===== src/rtl/axi_chan_match_pkg.sv =====
// Shared constants for the AXI channel match checker: channel indices and counter widths.
package axi_chan_match_pkg;

  localparam int unsigned ChAw  = 0;
  localparam int unsigned ChW   = 1;
  localparam int unsigned ChB   = 2;
  localparam int unsigned ChAr  = 3;
  localparam int unsigned ChR   = 4;
  localparam int unsigned NumCh = 5;

  localparam int unsigned ErrCntWidth   = 16;
  localparam int unsigned MatchCntWidth = 16;

  function automatic logic [2:0] count_ones(input logic [NumCh-1:0] v);
    logic [2:0] n;
    n = '0;
    for (int i = 0; i < NumCh; i++) begin
      n = n + {2'b00, v[i]};
    end
    return n;
  endfunction

endpackage


===== src/rtl/chan_match_fifo.sv =====
// One checked channel: expectation FIFO with bypass, masked compare and sticky error flags.
// AXI_CHAN_MATCH_CNT_EN adds a saturating successful-compare counter.
module chan_match_fifo
  import axi_chan_match_pkg::*;
#(
  parameter int unsigned Width     = 64,
  parameter int unsigned Depth     = 16,
  parameter int unsigned IdWidth   = 3,
  parameter int unsigned CompareId = 1
) (
  input  logic             clk_i,
  input  logic             rst_i,
  input  logic             prod_fire_i,
  input  logic [Width-1:0] prod_data_i,
  input  logic             cons_fire_i,
  input  logic [Width-1:0] cons_data_i,
  output logic             mismatch_o,
  output logic             unexpected_o,
  output logic             overflow_o,
  output logic             err_o,
  output logic             empty_o
`ifdef AXI_CHAN_MATCH_CNT_EN
  ,
  output logic [MatchCntWidth-1:0] match_cnt_o
`endif
);

  localparam int unsigned PtrW = $clog2(Depth);
  localparam int unsigned CntW = PtrW + 1;
  localparam logic [Width-1:0] IdOnes  = Width'((1 << IdWidth) - 1);
  localparam logic [Width-1:0] CmpMask = (CompareId != 0) ? '1 : ~IdOnes;

  logic [Width-1:0] r_mem [Depth];
  logic [PtrW-1:0]  r_wptr, r_rptr;
  logic [CntW-1:0]  r_cnt;
  logic             r_mismatch, r_unexp, r_ovf;

  logic             w_empty, w_full, w_bypass, w_pop, w_push;
  logic             w_unexp, w_ovf, w_cmp, w_mis;
  logic [Width-1:0] w_exp;

  assign w_empty  = (r_cnt == '0);
  assign w_full   = (r_cnt == CntW'(Depth));
  assign w_bypass = prod_fire_i & cons_fire_i & w_empty;
  assign w_pop    = cons_fire_i & ~w_empty;
  assign w_unexp  = cons_fire_i & w_empty & ~prod_fire_i;
  // A full FIFO still accepts a push when the same cycle pops its head.
  assign w_ovf    = prod_fire_i & w_full & ~cons_fire_i;
  assign w_push   = prod_fire_i & ~w_bypass & ~w_ovf;

  assign w_exp = w_bypass ? prod_data_i : r_mem[r_rptr];
  assign w_cmp = w_bypass | w_pop;
  assign w_mis = w_cmp & (|((w_exp ^ cons_data_i) & CmpMask));

  always_ff @(posedge clk_i) begin
    if (w_push) begin
      r_mem[r_wptr] <= prod_data_i;
    end
  end

  always_ff @(posedge clk_i) begin
    if (rst_i) begin
      r_wptr     <= '0;
      r_rptr     <= '0;
      r_cnt      <= '0;
      r_mismatch <= 1'b0;
      r_unexp    <= 1'b0;
      r_ovf      <= 1'b0;
    end else begin
      if (w_push) begin
        r_wptr <= r_wptr + PtrW'(1);
      end
      if (w_pop) begin
        r_rptr <= r_rptr + PtrW'(1);
      end
      case ({w_push, w_pop})
        2'b10:   r_cnt <= r_cnt + CntW'(1);
        2'b01:   r_cnt <= r_cnt - CntW'(1);
        default: r_cnt <= r_cnt;
      endcase
      r_mismatch <= r_mismatch | w_mis;
      r_unexp    <= r_unexp | w_unexp;
      r_ovf      <= r_ovf | w_ovf;
    end
  end

`ifdef AXI_CHAN_MATCH_CNT_EN
  logic [MatchCntWidth-1:0] r_match_cnt;

  always_ff @(posedge clk_i) begin
    if (rst_i) begin
      r_match_cnt <= '0;
    end else if (w_cmp && !w_mis && (r_match_cnt != '1)) begin
      r_match_cnt <= r_match_cnt + MatchCntWidth'(1);
    end
  end

  assign match_cnt_o = r_match_cnt;
`endif

  assign mismatch_o   = r_mismatch;
  assign unexpected_o = r_unexp;
  assign overflow_o   = r_ovf;
  // Channel-level checks are mutually exclusive, so one bit per channel per cycle suffices.
  assign err_o        = w_mis | w_unexp | w_ovf;
  assign empty_o      = w_empty;

endmodule


===== config.mk =====
export PLATFORM = sky130hd
export DESIGN_NAME = chan_match_fifo
export DESIGN_NICKNAME = d
export VERILOG_FILES = /design/src/rtl/axi_chan_match_pkg.sv /design/src/rtl/chan_match_fifo.sv
export SDC_FILE = /design/constraint.sdc
export NUM_CORES = 1
export LEC_CHECK = 0
export ABC_AREA = 0
export BUFFER_PORTS_ARGS = -buffer_cell sky130_fd_sc_hd__buf_2
export CORE_ASPECT_RATIO = 0.8
export CORE_MARGIN = 2
export CORE_UTILIZATION = 60
export DETAILED_ROUTE_END_ITERATION = 8
export GPL_ROUTABILITY_DRIVEN = 0
export GPL_TIMING_DRIVEN = 0
export PLACE_DENSITY = 0.77
export SLEW_MARGIN = 20
export SYNTH_ARGS = -nofsm -noshare
export SYNTH_HDL_FRONTEND = slang
export SYNTH_SLANG_ARGS = --single-unit

===== constraint.sdc =====
create_clock -name clk_i -period 22.1 [get_ports clk_i]
set_clock_uncertainty 0.15 [all_clocks]
set_input_delay 4.42 -clock clk_i [delete_from_list [all_inputs] [get_ports clk_i]]
set_output_delay 4.42 -clock clk_i [all_outputs]
set_load 0.01 [all_outputs]

* Word-level counts from Yosys, hierarchy flattened *
Memory sizes are Yosys's and may differ from the RTL's. A register that Yosys moved wholly into a read port is not among the register bits.
Cells that the tools add are included.

storage, ports and cells
  output and inout bits = 5
  memories kept = 1
  logic and storage cells = 45
  register bits after elaboration = 16
  RAM bits = 1024
  bits of input ports = 132

operators by class
  reductions and logical operators = 3
  $add $sub $neg = 4
  bitwise operators = 22
  equal/unequal tests = 3
  mux-type cells = 6

memory list
  name   words  width  read ports  clocked after Yosys merged registers in  wr ports  RTL line               source
  r_mem  16     64     1           1                                        1         chan_match_fifo.sv:33  logic [Width-1:0] r_mem [Depth];

operators by type and width
  cell                                              number
  two-way mux 64 bit                                1
  OR reduction 64 bit                               1
  XOR 64 bit                                        1
  bitwise AND 1 bit                                 10
  case mux 5 bit (2 select lines)                   1
  adder 4 x 1 -> 4 bit, second input constant       2
  two-way mux 4 bit                                 2
  OR 1 bit                                          6
  adder 5 x 1 -> 5 bit, second input constant       1
  == test 5 bit, second input constant              1
  logical NOT 5 bit                                 1
  NOT 1 bit                                         5
  subtractor 5 x 1 -> 5 bit, second input constant  1
  == test 2 x 1 -> 1 bit, second input constant     1
  == test 2 bit, second input constant              1
  two-way mux 1 bit                                 2
  nonzero test 2 bit                                1

* Longest topological paths before layout *
  depth in word-level cells = 8
  depth in mapped cells = 14
  mapped depth without buffers = 11

* Worst setup path before layout *
No wires, ideal clock.

  kind = input to output
  start point = in cons_fire_i
  end point = out err_o
  buffers on the path = 3
  slack = 10.918 ns
  data arrival time = 6.612 ns
  stages = 11
  required time = 17.530 ns
  path through = clkbuf_1 nand2_1 nor3_4 buf_6 buf_6 nand2_1 a21o_1 a2111oi_0 nand4_1 or4_1 o21a_1

between the ends
  word-level cells in the longest chain between the ends = 8
  elaborated cells between the ends (all ways) = 14
  those cells by class = mux: 1; bitwise: 12; reduce/logical: 1

ends and longest elaborated chain
  item                            RTL line                source
  from (decl)                     chan_match_fifo.sv:15   input logic cons_fire_i,
  bitwise AND 1 bit (2 in a row)  chan_match_fifo.sv:44   assign w_bypass = prod_fire_i & cons_fire_i & w_empty;
  two-way mux 64 bit              chan_match_fifo.sv:51   assign w_exp = w_bypass ? prod_data_i : r_mem[r_rptr];
  XOR 64 bit                      chan_match_fifo.sv:53   assign w_mis = w_cmp & (|((w_exp ^ cons_data_i) & CmpMask));
  OR reduction 64 bit             chan_match_fifo.sv:53
  bitwise AND 1 bit               chan_match_fifo.sv:53
  OR 1 bit                        chan_match_fifo.sv:105  assign err_o = w_mis | w_unexp | w_ovf;
  OR 1 bit *                      chan_match_fifo.sv:105
  to (decl)                       chan_match_fifo.sv:20   output logic err_o,

Mark *: on every way between the ends. The rest lies on a longest branch, timed or not.

* Worst setup path after layout *
Ends and elaborated chain as after synthesis.

==> results.tsv <==
stage	metric	value	unit
worst_setup_path	Worst Path Required	17.53	ns
synthesis	most frequent cell after synthesis	edfxtp_1	
power	Lkg Pwr	0.0152	µW
global_routing	grt met2 use	0.517	
worst_setup_path	Critical Path AT	8.75	ns
outcome	status	complete, no violations	
global_routing	vias in the first global route	22900	
global_routing	GR Util met3	0.105	
timing	Worst slew margin	0.184	
power	Switch Pwr	1410	µW
worst_setup_path	worst-path fanout max	10	
timing	RSZ-0062 raised after global routing	no	
placed_design	port bufs	134	
power	Logic pwr share	0.208	
drt	Initial DRC Count	4200	
layout	Finished Layout Cells	3340	
global_routing	grt peak-use layer	met2	
drt	via-per-instance ratio	7.04	
synthesis	top post-synthesis cells by area	edfxtp_1, mux4_2, mux2i_1, xnor2_1, dfxtp_1	
global_routing	met1 GRT Util	0.481	
layout	layout cells sized above 1	0.292	
synthesis	Post-Syn Instances	2010	
layout	# fillers	4061	
synthesis	ys async rst share	0	
cts	H-tree depth	3	
worst_setup_path	R2R depth	10	
cts	Clock Sinks	1044	
global_routing	first-pass GRT wire length	169000	µm
worst_setup_path	Critical Path Start	cons_fire_i	
hold_path	worst hold path class	reg -> reg	
global_routing	antenna violations before repair	11	
floorplanning	Die W	298	µm
timing	period utilization	0.603	
worst_setup_path	R2R Path End	mismatch_o$_SDFF_PP0_	
floorplanning	row count	86	
floorplanning	height of the die	239	µm
timing	worst slew pin tran	1.22	ns
synthesis	Mapped Nets	2152	
synthesis	Seq/Total Area, Yosys	0.749	
worst_setup_path	crit path to	err_o	
power	Sequential Power Share	0.457	
synthesis	Post-synth top cells	edfxtp_1, mux4_2, mux2i_1	
worst_setup_path	crit path kind	in -> out	
worst_setup_path	Worst Setup Start Kind	input port	
floorplanning	I/O pins	137	
synthesis	#FFs+latches synth	1044	
synthesis	post-synth top area share	0.740	
worst_setup_path	worst path cell trace	clkbuf_1 > nand2_1 > nor3_4 > buf_6 > buf_4 > a211oi_1 > a21oi_1 > xnor2_1 > nor4_2 > nand4_1 > or4_1 > o21a_1 > buf_2	
cts	Max Root-Sink Buffers	3	
power	Peak supply drop	0.0000801	V
run	max-cap viol count	0	
cts	Root Buffer	clkbuf_16	
power	clock power share	0.335	
floorplanning	die area	71400	µm²
power	Power Density	104	nW/µm²
worst_setup_path	Worst setup EP type	primary output	
power	internal power	3590	µW
cts	hold buffer count at CTS	0	
cts	total CTS buffers	96	
timing	fmax	75.1	MHz
timing	Total Neg Setup Slack	0	ns
drt	vias	23500	
global_routing	GRT Residual Overflow	0	
drt	Routed WL per cell	36.6	µm
timing	Final Hold Viols	0	
drt	drt drc	0	
cts	Clock Latency Late Sink	0.69	ns
cts	Worst-path clk slew	0.06	ns
floorplanning	Core Area	68800	µm²
drt	Antenna Nets Post-Route	0	
synthesis	EDFF count, synth	1024	
floorplanning	Initial Utilization	0.605	
synthesis	Cell Area, Synth	41600	µm²
synthesis	Syn Area/Cell	20.7	µm²
layout	fin nets	2471	
cts	post_cts resized	0	
drt	WL final	122000	µm
placed_design	HPWL after detailed placement	81100	µm
cts	Post-CTS Setup Inserts	0	
worst_setup_path	Reg2Reg Setup Slack	16.69	ns
worst_setup_path	CP max stage delay	0.60	ns
synthesis	area leader, netlist	edfxtp_1	
synthesis	Distinct cells, synth	57	
timing	Final Critical Period	13.32	ns
cts	CTS tree	done	
synthesis	Synthesis Warnings	0	
global_routing	GR Util All Layers	0.346	
layout	Reg area	31100	µm²
timing	Setup violations, final	0	
layout	Multi-input gate area	9830	µm²
placed_design	placed insts	3155	
drt	1st-pass router iterations	6	
timing	max-slew violations	0	
layout	layout overhead on the synthesized area	15.5	%
worst_setup_path	CP max-delay cell	nor4_2	
synthesis	Post-synth top flop	edfxtp_1	
global_routing	largest net degree at the start of global routing	20	
power	Net Sw Frac	0.281	
## power groups by stage
stage	clock (µW)	sequential [µW]	combinational, µW
2_1_floorplan	0	2330	600
3_3_place_gp	0	2350	947
3_5_place_dp	0	2330	1000
4_1_cts	1680	2290	1010
5_1_grt	1760	2290	1070
6_report	1680	2290	1040
## logic make-up after synthesis
logic type / share of synthesized area
buffers and inverters: 0.0172
adders and majority gates: 0.00319
DFF: 0.749
muxes: 0.154
and+or+nand+nor: 0.0253
xor gates and xnor gates: 0.0192
AOI/OAI and AO/OA: 0.0318
## worst min-delay path by stage
stage / start / to / slack (ns) / cells past startpoint
finish: unexpected_o$_SDFF_PP0_ / unexpected_o$_SDFF_PP0_ / 0.32 / 2
global route: unexpected_o$_SDFF_PP0_ / unexpected_o$_SDFF_PP0_ / 0.35 / 2
CTS: unexpected_o$_SDFF_PP0_ / unexpected_o$_SDFF_PP0_ / 0.33 / 2
detailed placement: unexpected_o$_SDFF_PP0_ / unexpected_o$_SDFF_PP0_ / 0.31 / 2
global placement: overflow_o$_SDFF_PP0_ / overflow_o$_SDFF_PP0_ / 0.30 / 2
floorplan: r_cnt[3]$_SDFFE_PP0P_ / r_cnt[3]$_SDFFE_PP0P_ / 0.33 / 2
## cell usage in the layout, fill, tap and decap left out, types with 12 or more instances in the layout
| cell | netlist | final |
|---|---|---|
| mux2i_1 | 107 | 107 |
| nor4_1 | 18 | 17 |
| nor2_4 | 0 | 12 |
| clkinv_1 | 0 | 23 |
| clkbuf_16 | 0 | 96 |
| buf_2 | 33 | 168 |
| buf_16 | 0 | 13 |
| a21oi_1 | 48 | 48 |
| nor2_1 | 47 | 33 |
| a22oi_1 | 46 | 46 |
| o22ai_1 | 24 | 24 |
| nand2b_1 | 13 | 13 |
| buf_6 | 19 | 24 |
| buf_12 | 0 | 31 |
| clkinv_2 | 0 | 20 |
| buf_4 | 24 | 62 |
| o21ai_0 | 19 | 18 |
| xnor2_1 | 46 | 46 |
| mux4_2 | 234 | 234 |
| edfxtp_1 | 1024 | 1024 |
| dfxtp_1 | 20 | 20 |
| nand2_1 | 49 | 49 |
| xor2_1 | 45 | 45 |
| clkbuf_1 | 28 | 46 |
## state kept, by name (all words and copies together), names as in the netlist, named ones only
signal / cells
r_cnt: 5
r_rptr: 4
r_mem: 1024
r_wptr: 4
mismatch_o: 1
overflow_o: 1
unexpected_o: 1
## per-layer routing
layer,vias up,wire (µm)
li1,9021,-
met1,12000,42900
met2,2068,55100
met5,-,58
met3,369,18100
met4,10,6130
## layout make-up
class                           count  area share
Sequential cell                  1044       0.649
Timing Repair Buffer              221      0.0415
Antenna cell                        7    0.000365
Clock buffer                      116      0.0518
Clock inverter                     62      0.0135
Tap cell                          924      0.0241
Buffer                            107      0.0141
Multi-Input combinational cell    848       0.205
Inverter                           11    0.000860
## worst max-delay path, delay by kind of cell
kind | cells | cell delay (ns)
AO/OA/AOI/OAI | 3 | 0.77
buffers and inverters | 4 | 1.05
AND/OR/NAND/NOR | 5 | 2.31
XOR/XNOR | 1 | 0.16
## per-stage QoR
step / utilization / setup slack [ns] / area (µm²) / total power (µW) / hold WS, ns
2_1_floorplan: - / 10.92 / 41600 / 2930 / 0.328
3_3_place_gp: 0.631 / 5.61 / 43400 / 3300 / 0.298
3_5_place_dp: 0.652 / 8.67 / 44800 / 3330 / 0.312
4_1_cts: 0.698 / 8.66 / 48000 / 4980 / 0.329
5_1_grt: 0.698 / 8.61 / 48000 / 5120 / 0.351
6_report: 0.698 / 8.78 / 48000 / 5000 / 0.321
(Power assumes the default switching activity.)
